## src/rtl/x_window_row_ctrl.sv

```systemverilog
// Row sequencer for a 5-tap horizontal filter: pads rows, drives filter beats, keeps the WIDTH*HEIGHT valid results.
// Filter result lands one cycle after its beat; beats stall while the 2-entry output FIFO could overflow.
module x_window_row_ctrl #(
    parameter int WIDTH      = 640,
    parameter int HEIGHT     = 480,
    parameter int PIPE_DEPTH = 5
) (
    input  logic       clock,
    input  logic       reset,
    input  logic [7:0] in_data,
    input  logic       in_valid,
    input  logic       in_sof,
    input  logic       in_eol,
    output logic       in_ready,
    output logic [7:0] filt_din,
    output logic       filt_valid,
    input  logic [7:0] filt_dout,
    output logic [7:0] out_data,
    output logic       out_valid,
    output logic       out_sof,
    output logic       out_eol,
    input  logic       out_ready,
    output logic       busy,
    output logic       err
);
    localparam int TOTAL = HEIGHT * (WIDTH + 4) + PIPE_DEPTH;
    localparam int CW    = $clog2(TOTAL + 1);
    localparam int KW    = $clog2(WIDTH * HEIGHT + 1);
    localparam int XW    = $clog2(WIDTH + 5);
    localparam int BW    = $clog2(WIDTH + PIPE_DEPTH + 1);
    localparam int RW    = $clog2(HEIGHT + 1);

    typedef enum logic [2:0] {IDLE, PAD_L, ROW, PAD_R, FLUSH} state_t;

    state_t          state;
    logic [BW-1:0]   cnt;
    logic [RW-1:0]   row_cnt;
    logic [7:0]      pix;
    logic            fill;
    logic            cap_vld;
    logic [CW-1:0]   cap_idx;
    logic [XW-1:0]   col;
    logic [KW-1:0]   kept;
    logic [9:0]      mem [2];
    logic            wr_ptr, rd_ptr;
    logic [1:0]      fifo_cnt;
    logic            beat, accept, space, pop, keep;
    logic [7:0]      din;
    logic [2:0]      occ;
    logic [9:0]      head;

    assign out_valid = (fifo_cnt != 2'd0);
    assign pop       = out_valid && out_ready;
    // A beat issued now lands in the FIFO two edges later, so count last cycle's beat as occupied.
    assign occ       = {1'b0, fifo_cnt} + {2'b0, cap_vld} - {2'b0, pop};
    assign space     = (occ < 3'd2);

    always_comb begin
        beat   = 1'b0;
        accept = 1'b0;
        din    = pix;
        case (state)
            IDLE:  accept = in_valid && !in_sof;
            PAD_L: begin
                beat = in_valid && space;
                din  = in_data;
            end
            ROW: begin
                if (fill) begin
                    beat = space;
                end else begin
                    beat   = in_valid && space;
                    accept = beat;
                    din    = in_data;
                end
            end
            PAD_R, FLUSH: beat = space;
            default: beat = 1'b0;
        endcase
    end

    assign filt_valid = beat;
    assign filt_din   = beat ? din : 8'd0;
    assign in_ready   = accept;

    always_ff @(posedge clock or negedge reset) begin
        if (!reset) begin
            state   <= IDLE;
            cnt     <= '0;
            row_cnt <= '0;
            pix     <= '0;
            fill    <= 1'b0;
            err     <= 1'b0;
        end else begin
            case (state)
                IDLE: begin
                    if (in_valid) begin
                        if (in_sof) begin
                            state   <= PAD_L;
                            cnt     <= '0;
                            row_cnt <= '0;
                        end else begin
                            err <= 1'b1;
                        end
                    end
                end
                PAD_L: begin
                    if (beat) begin
                        pix <= in_data;
                        if (cnt == BW'(1)) begin
                            state <= ROW;
                            cnt   <= '0;
                        end else begin
                            cnt <= cnt + BW'(1);
                        end
                    end
                end
                ROW: begin
                    if (beat) begin
                        if (!fill) begin
                            pix <= in_data;
                            if (in_sof && !(row_cnt == '0 && cnt == '0))
                                err <= 1'b1;
                        end
                        if (cnt == BW'(WIDTH - 1)) begin
                            state <= PAD_R;
                            cnt   <= '0;
                            fill  <= 1'b0;
                            if (!fill && !in_eol)
                                err <= 1'b1;
                        end else begin
                            cnt <= cnt + BW'(1);
                            // Short row: pad the remaining slots with the last pixel seen.
                            if (!fill && in_eol) begin
                                err  <= 1'b1;
                                fill <= 1'b1;
                            end
                        end
                    end
                end
                PAD_R: begin
                    if (beat) begin
                        if (cnt == BW'(1)) begin
                            cnt <= '0;
                            if (row_cnt < RW'(HEIGHT - 1)) begin
                                row_cnt <= row_cnt + RW'(1);
                                state   <= PAD_L;
                            end else begin
                                state <= FLUSH;
                            end
                        end else begin
                            cnt <= cnt + BW'(1);
                        end
                    end
                end
                FLUSH: begin
                    if (beat) begin
                        if (cnt == BW'(PIPE_DEPTH - 1)) begin
                            state <= IDLE;
                            cnt   <= '0;
                        end else begin
                            cnt <= cnt + BW'(1);
                        end
                    end
                end
                default: state <= IDLE;
            endcase
        end
    end

    assign keep = cap_vld && (cap_idx >= CW'(PIPE_DEPTH)) && (col < XW'(WIDTH))
                  && (kept < KW'(WIDTH * HEIGHT));

    always_ff @(posedge clock or negedge reset) begin
        if (!reset) begin
            cap_vld  <= 1'b0;
            cap_idx  <= '0;
            col      <= '0;
            kept     <= '0;
            mem[0]   <= '0;
            mem[1]   <= '0;
            wr_ptr   <= 1'b0;
            rd_ptr   <= 1'b0;
            fifo_cnt <= '0;
        end else begin
            cap_vld <= beat;
            if (cap_vld) begin
                // Beat count per frame is fixed, so the last result realigns the counters.
                if (cap_idx == CW'(TOTAL - 1)) begin
                    cap_idx <= '0;
                    col     <= '0;
                    kept    <= '0;
                end else begin
                    cap_idx <= cap_idx + CW'(1);
                    if (cap_idx >= CW'(PIPE_DEPTH))
                        col <= (col == XW'(WIDTH + 3)) ? '0 : col + XW'(1);
                    if (keep)
                        kept <= kept + KW'(1);
                end
            end
            if (keep) begin
                mem[wr_ptr] <= {col == XW'(WIDTH - 1), kept == '0, filt_dout};
                wr_ptr      <= ~wr_ptr;
            end
            if (pop)
                rd_ptr <= ~rd_ptr;
            fifo_cnt <= fifo_cnt + {1'b0, keep} - {1'b0, pop};
        end
    end

    assign head     = mem[rd_ptr];
    assign out_data = out_valid ? head[7:0] : 8'd0;
    assign out_sof  = out_valid && head[8];
    assign out_eol  = out_valid && head[9];
    assign busy     = (state != IDLE) || out_valid;

endmodule
```

## config.mk

```make
export PLATFORM = sky130hd
export DESIGN_NAME = x_window_row_ctrl
export DESIGN_NICKNAME = d
export VERILOG_FILES = /design/src/rtl/x_window_row_ctrl.sv
export SDC_FILE = /design/constraint.sdc
export NUM_CORES = 1
export LEC_CHECK = 0
export ABC_AREA = 1
export CAP_MARGIN = 20
export CORE_UTILIZATION = 50
export DETAILED_ROUTE_END_ITERATION = 12
export PLACE_DENSITY = 0.71
export SLEW_MARGIN = 40
export SYNTH_ARGS = -nofsm -noshare
export SYNTH_HDL_FRONTEND = slang
export SYNTH_SLANG_ARGS = --single-unit
```

## constraint.sdc

```tcl
create_clock -name clock -period 13.1 [get_ports clock]
set_clock_uncertainty 0.1 [all_clocks]
set_input_delay 3.93 -clock clock [delete_from_list [all_inputs] [get_ports clock]]
set_output_delay 3.93 -clock clock [all_outputs]
set_load 0.05 [all_outputs]
```

==> results by group <==
Worst setup path
  • Terminus of the critical flop-to-flop path: row_cnt[0]$_DFFE_PN0P_
  • Worst path cell trace: clkdlybuf4s50_1 > inv_1 > nor2_1 > ha_1 > inv_1 > nand2_1 > fa_1 > inv_1 > nor2_1 > nor2_1 > nand2_1 > inv_1 > nand2_1 > a31oi_1 > clkdlybuf4s50_1
  • Biggest cell delay along the critical path: about 0.84 ns
  • Crit path arrival time: 7.47 ns
  • Worst Path Max Fanout: 21
  • Start-to-end type of the worst setup path: input port to output port
  • Crit. End Element: output port
  • Element type at the critical path start: input port
  • Worst-case reg-to-reg path depth: 16
  • Most frequent cell on the critical path: sky130_fd_sc_hd__inv_1
  • Endpoint required time on the critical path: roughly 9.1 ns
  • Cell at the slowest stage of the critical path: sky130_fd_sc_hd__clkdlybuf4s50_1
  • Launch instance of the worst register-to-register path: fifo_cnt[1]$_DFF_PN0_
  • Register-to-Register Setup Slack: between 9 and 10 ns

Hold path
  • Start point of the worst min-delay path: mem[1]$_DFFE_PN0P_
  • Hold endpoint: mem[1]$_DFFE_PN0P_
  • Instance count along the most critical hold path: 2
  • Path class of the lowest-slack min-delay path: register to register

STA
  • RSZ-0062 raised after global routing: false
  • Pins Over Slew Limit: 0
  • Max-slew headroom: 0.480
  • Transition time at the pin with the least slew margin: ~0.78 ns
  • Number of endpoints with negative hold slack in the final report: 0
  • Shortest clock period the worst path allows after layout: between 10 and 15 ns
  • Setup TNS: 0 ns
  • Maximum clock rate: about 87 MHz
  • Final number of setup-violating endpoints: 0
  • Period Utilization, post-route: 0.878

Route
  • Iteration-0 DRC count of the detailed router: ~480
  • Total detailed-routing wirelength: about 17000 um
  • Antenna Violating Nets Remaining: 0
  • Via count: 6768
  • Vias per cell: 5.29
  • Drt drc: 0
  • Length of the first detailed-routing pass in iterations: 5
  • Wire per inst: around 13 um

Clocking
  • Post-CTS Setup Repair Bufs: 0
  • Buffers from clock root to sink, at most: 2
  • Number of instances resized during post-cts repair: 0
  • Count of hold-fix buffers inserted at cts: 0
  • Latest clock arrival within the worst-skew pair: roughly 0.36 ns
  • Root buffer cell: sky130_fd_sc_hd__clkbuf_16
  • Clock transition at the register clock pins on the worst setup and hold paths after CTS: 0.07 ns
  • H-tree levels: 3
  • TritonCTS clock tree: done
  • Number of clock sinks: approximately 110
  • Number of clock buffers inserted by TritonCTS: 9

Global route
  • Total global-route track usage: 0.241
  • Largest net degree at the start of global routing: 74
  • Global-route wire length before repair: roughly 29000 um
  • Via count of the first global-routing pass: ~6300
  • Remaining global-route overflow: 0
  • Number of antenna violations at the first check in global routing: 0

Floorplan
  • Starting density of the core: 0.510
  • Height of the die: roughly 120 um
  • Count of pins on the block boundary: between 40 and 50
  • Chip Width: 121 um
  • Die ar.: between 10000 and 15000 um^2
  • Num rows: 43
  • Area of the placeable core: ~14000 um^2

Synthesis
  • Most area-hungry cell type in the Yosys netlist: sky130_fd_sc_hd__dfrtp_1
  • Count of distinct cell types in the synthesized netlist: 41
  • Cells taking the most area after synthesis: sky130_fd_sc_hd__dfrtp_1 (37%), sky130_fd_sc_hd__nand2_1 (19%), sky130_fd_sc_hd__nand3_1 (8.9%)
  • Register area share after synthesis: 0.373
  • Net count after synthesis: 1103
  • Register bit total from synthesis: roughly 110
  • Post-synthesis cell area: 7050 um^2
  • Area share of the largest cell type after synthesis: 0.373
  • Number of instances in the synthesized netlist: 1066
  • Avg Synthesized Cell Area: approximately 6.6 um^2
  • Warnings, synthesis: 0

Layout
  • Fill cells: between 1000 and 1500
  • Post-layout nets: between 1000 and 1500
  • Growth of design area from synthesis to finish: 11.8%
  • Commonest non-fill, non-tap cell in the layout: sky130_fd_sc_hd__nand2_1
  • Total inserted antenna cells: 0
  • Share of post-route cells with drive strength above 1: 0.0409
  • Post-layout util: 0.570
  • Commonest non-fill, non-tap cells in the layout: sky130_fd_sc_hd__nand2_1 (364), sky130_fd_sc_hd__nand3_1 (124), sky130_fd_sc_hd__nor2_1 (121)

Placed design
  • Total half-perimeter wirelength after legalization and detailed placement: roughly 12000 um
  • I/O Buffers: 44
  • RePlAce Congestion: slightly below 0.9

Power and ir drop
  • PwrDens: roughly 170 nW/um^2
  • Total chip power: approximately 1.3 mW
  • Worst VDD drop: 0.000113 V
  • Static leakage: 3.86 nW

Run
  • Number of max-cap violations: 0

Run status
  • Run status: completed
## flip-flops by register name, indices dropped and copies added, names as in the netlist
register	cells
cap_idx	19
cap_vld	1
cnt	10
col	10
err	1
fifo_cnt	2
fill	1
kept	19
mem	20
pix	8
rd_ptr	1
row_cnt	9
state	3
wr_ptr	1
## worst max path at each step
stage,start,to,slack (ns)
6_report,out_ready,filt_din[4],1.60
3_3_place_gp,out_ready,filt_din[4],1.67
3_5_place_dp,out_ready,filt_din[4],1.60
2_1_floorplan,out_ready,filt_din[0],2.71
5_1_grt,out_ready,filt_din[6],1.33
4_1_cts,out_ready,filt_din[4],1.57
## cell families (layout without fill, tap and decap cells)
kind of cell,count (synthesis),count (layout),synth area share
fa+ha+maj,15,15,0.0277
xor+xnor,24,24,0.0298
compound gates,97,97,0.0772
buf+inv,149,183,0.0841
flops,105,105,0.373
simple gates,676,676,0.409
## layer usage
| metal | share of wire | up-vias | wire length, um | GRT usage |
|---|---|---|---|---|
| met1 | 0.45 | 3135 | 7610 | 0.307 |
| met3 | 0.038 | 19 | 635 | 0.0443 |
| met5 | 0 | - | 0 | 0 |
| met4 | 0.013 | 0 | 211 | 0.0640 |
| met2 | 0.49 | 141 | 8270 | 0.418 |
| li1 | - | 3473 | - | - |
## report_power, final
part           internal, mW  total, mW  leakage, nW  switching [mW]
sequential            0.379      0.451         1.36          0.0724
combinational         0.182      0.611         2.36           0.428
clock                 0.137      0.257        0.133           0.121
total                 0.698       1.32         3.86           0.622
## final cells by class
class / instances / area [um^2] / share of cell area
Multi-Input combinational cell: 812 / 3840 / 0.488
Timing Repair Buffer: 45 / 449 / 0.0570
Clock inverter: 3 / 17.5 / 0.00222
Inverter: 124 / 465 / 0.0590
Tap cell: 180 / 225 / 0.0286
Clock buffer: 11 / 253 / 0.0321
Sequential cell: 105 / 2630 / 0.333
## Yosys cell counts (all sizes together)
| cell type | n |
|---|---|
| o2111ai | 1 |
| nand2 | 367 |
| a31oi | 8 |
| nor3b | 1 |
| nor2 | 128 |
| o21bai | 3 |
| clkbuf | 9 |
| a211oi | 1 |
| a31o | 1 |
| o21a | 1 |
| nand3b | 2 |
| xor2 | 20 |
| nand4 | 35 |
| inv | 122 |
| dfrtp | 105 |
| o21ai | 55 |
| ha | 14 |
| and2 | 1 |
| o211ai | 5 |
| o22ai | 1 |
| fa | 1 |
| nand3 | 128 |
| nor3 | 10 |
| or2 | 3 |
| buf | 16 |
| xnor2 | 4 |
| a21oi | 21 |
| nor4 | 1 |
| clkinv | 2 |
## stage by stage
stage	setup WS, ns	hold slack (ns)	instance area, um^2	std cells
after global routing	1.33	0.394	7880	1280
after CTS	1.57	0.384	7880	1280
after global placement	1.67	0.351	7600	1266
after detailed placement	1.60	0.360	7610	1266
final	1.60	0.381	7880	1280
after floorplan	2.71	0.349	7050	1066
## worst max-delay path: cells and delay by family
family                     cells  cell delay (ns)
buffers and inverters          6             1.57
AOI/OAI and AO/OA              1             0.34
adders and majority gates      2             0.70
and+or+nand+nor                6             0.92
(Power assumes the default switching activity.)
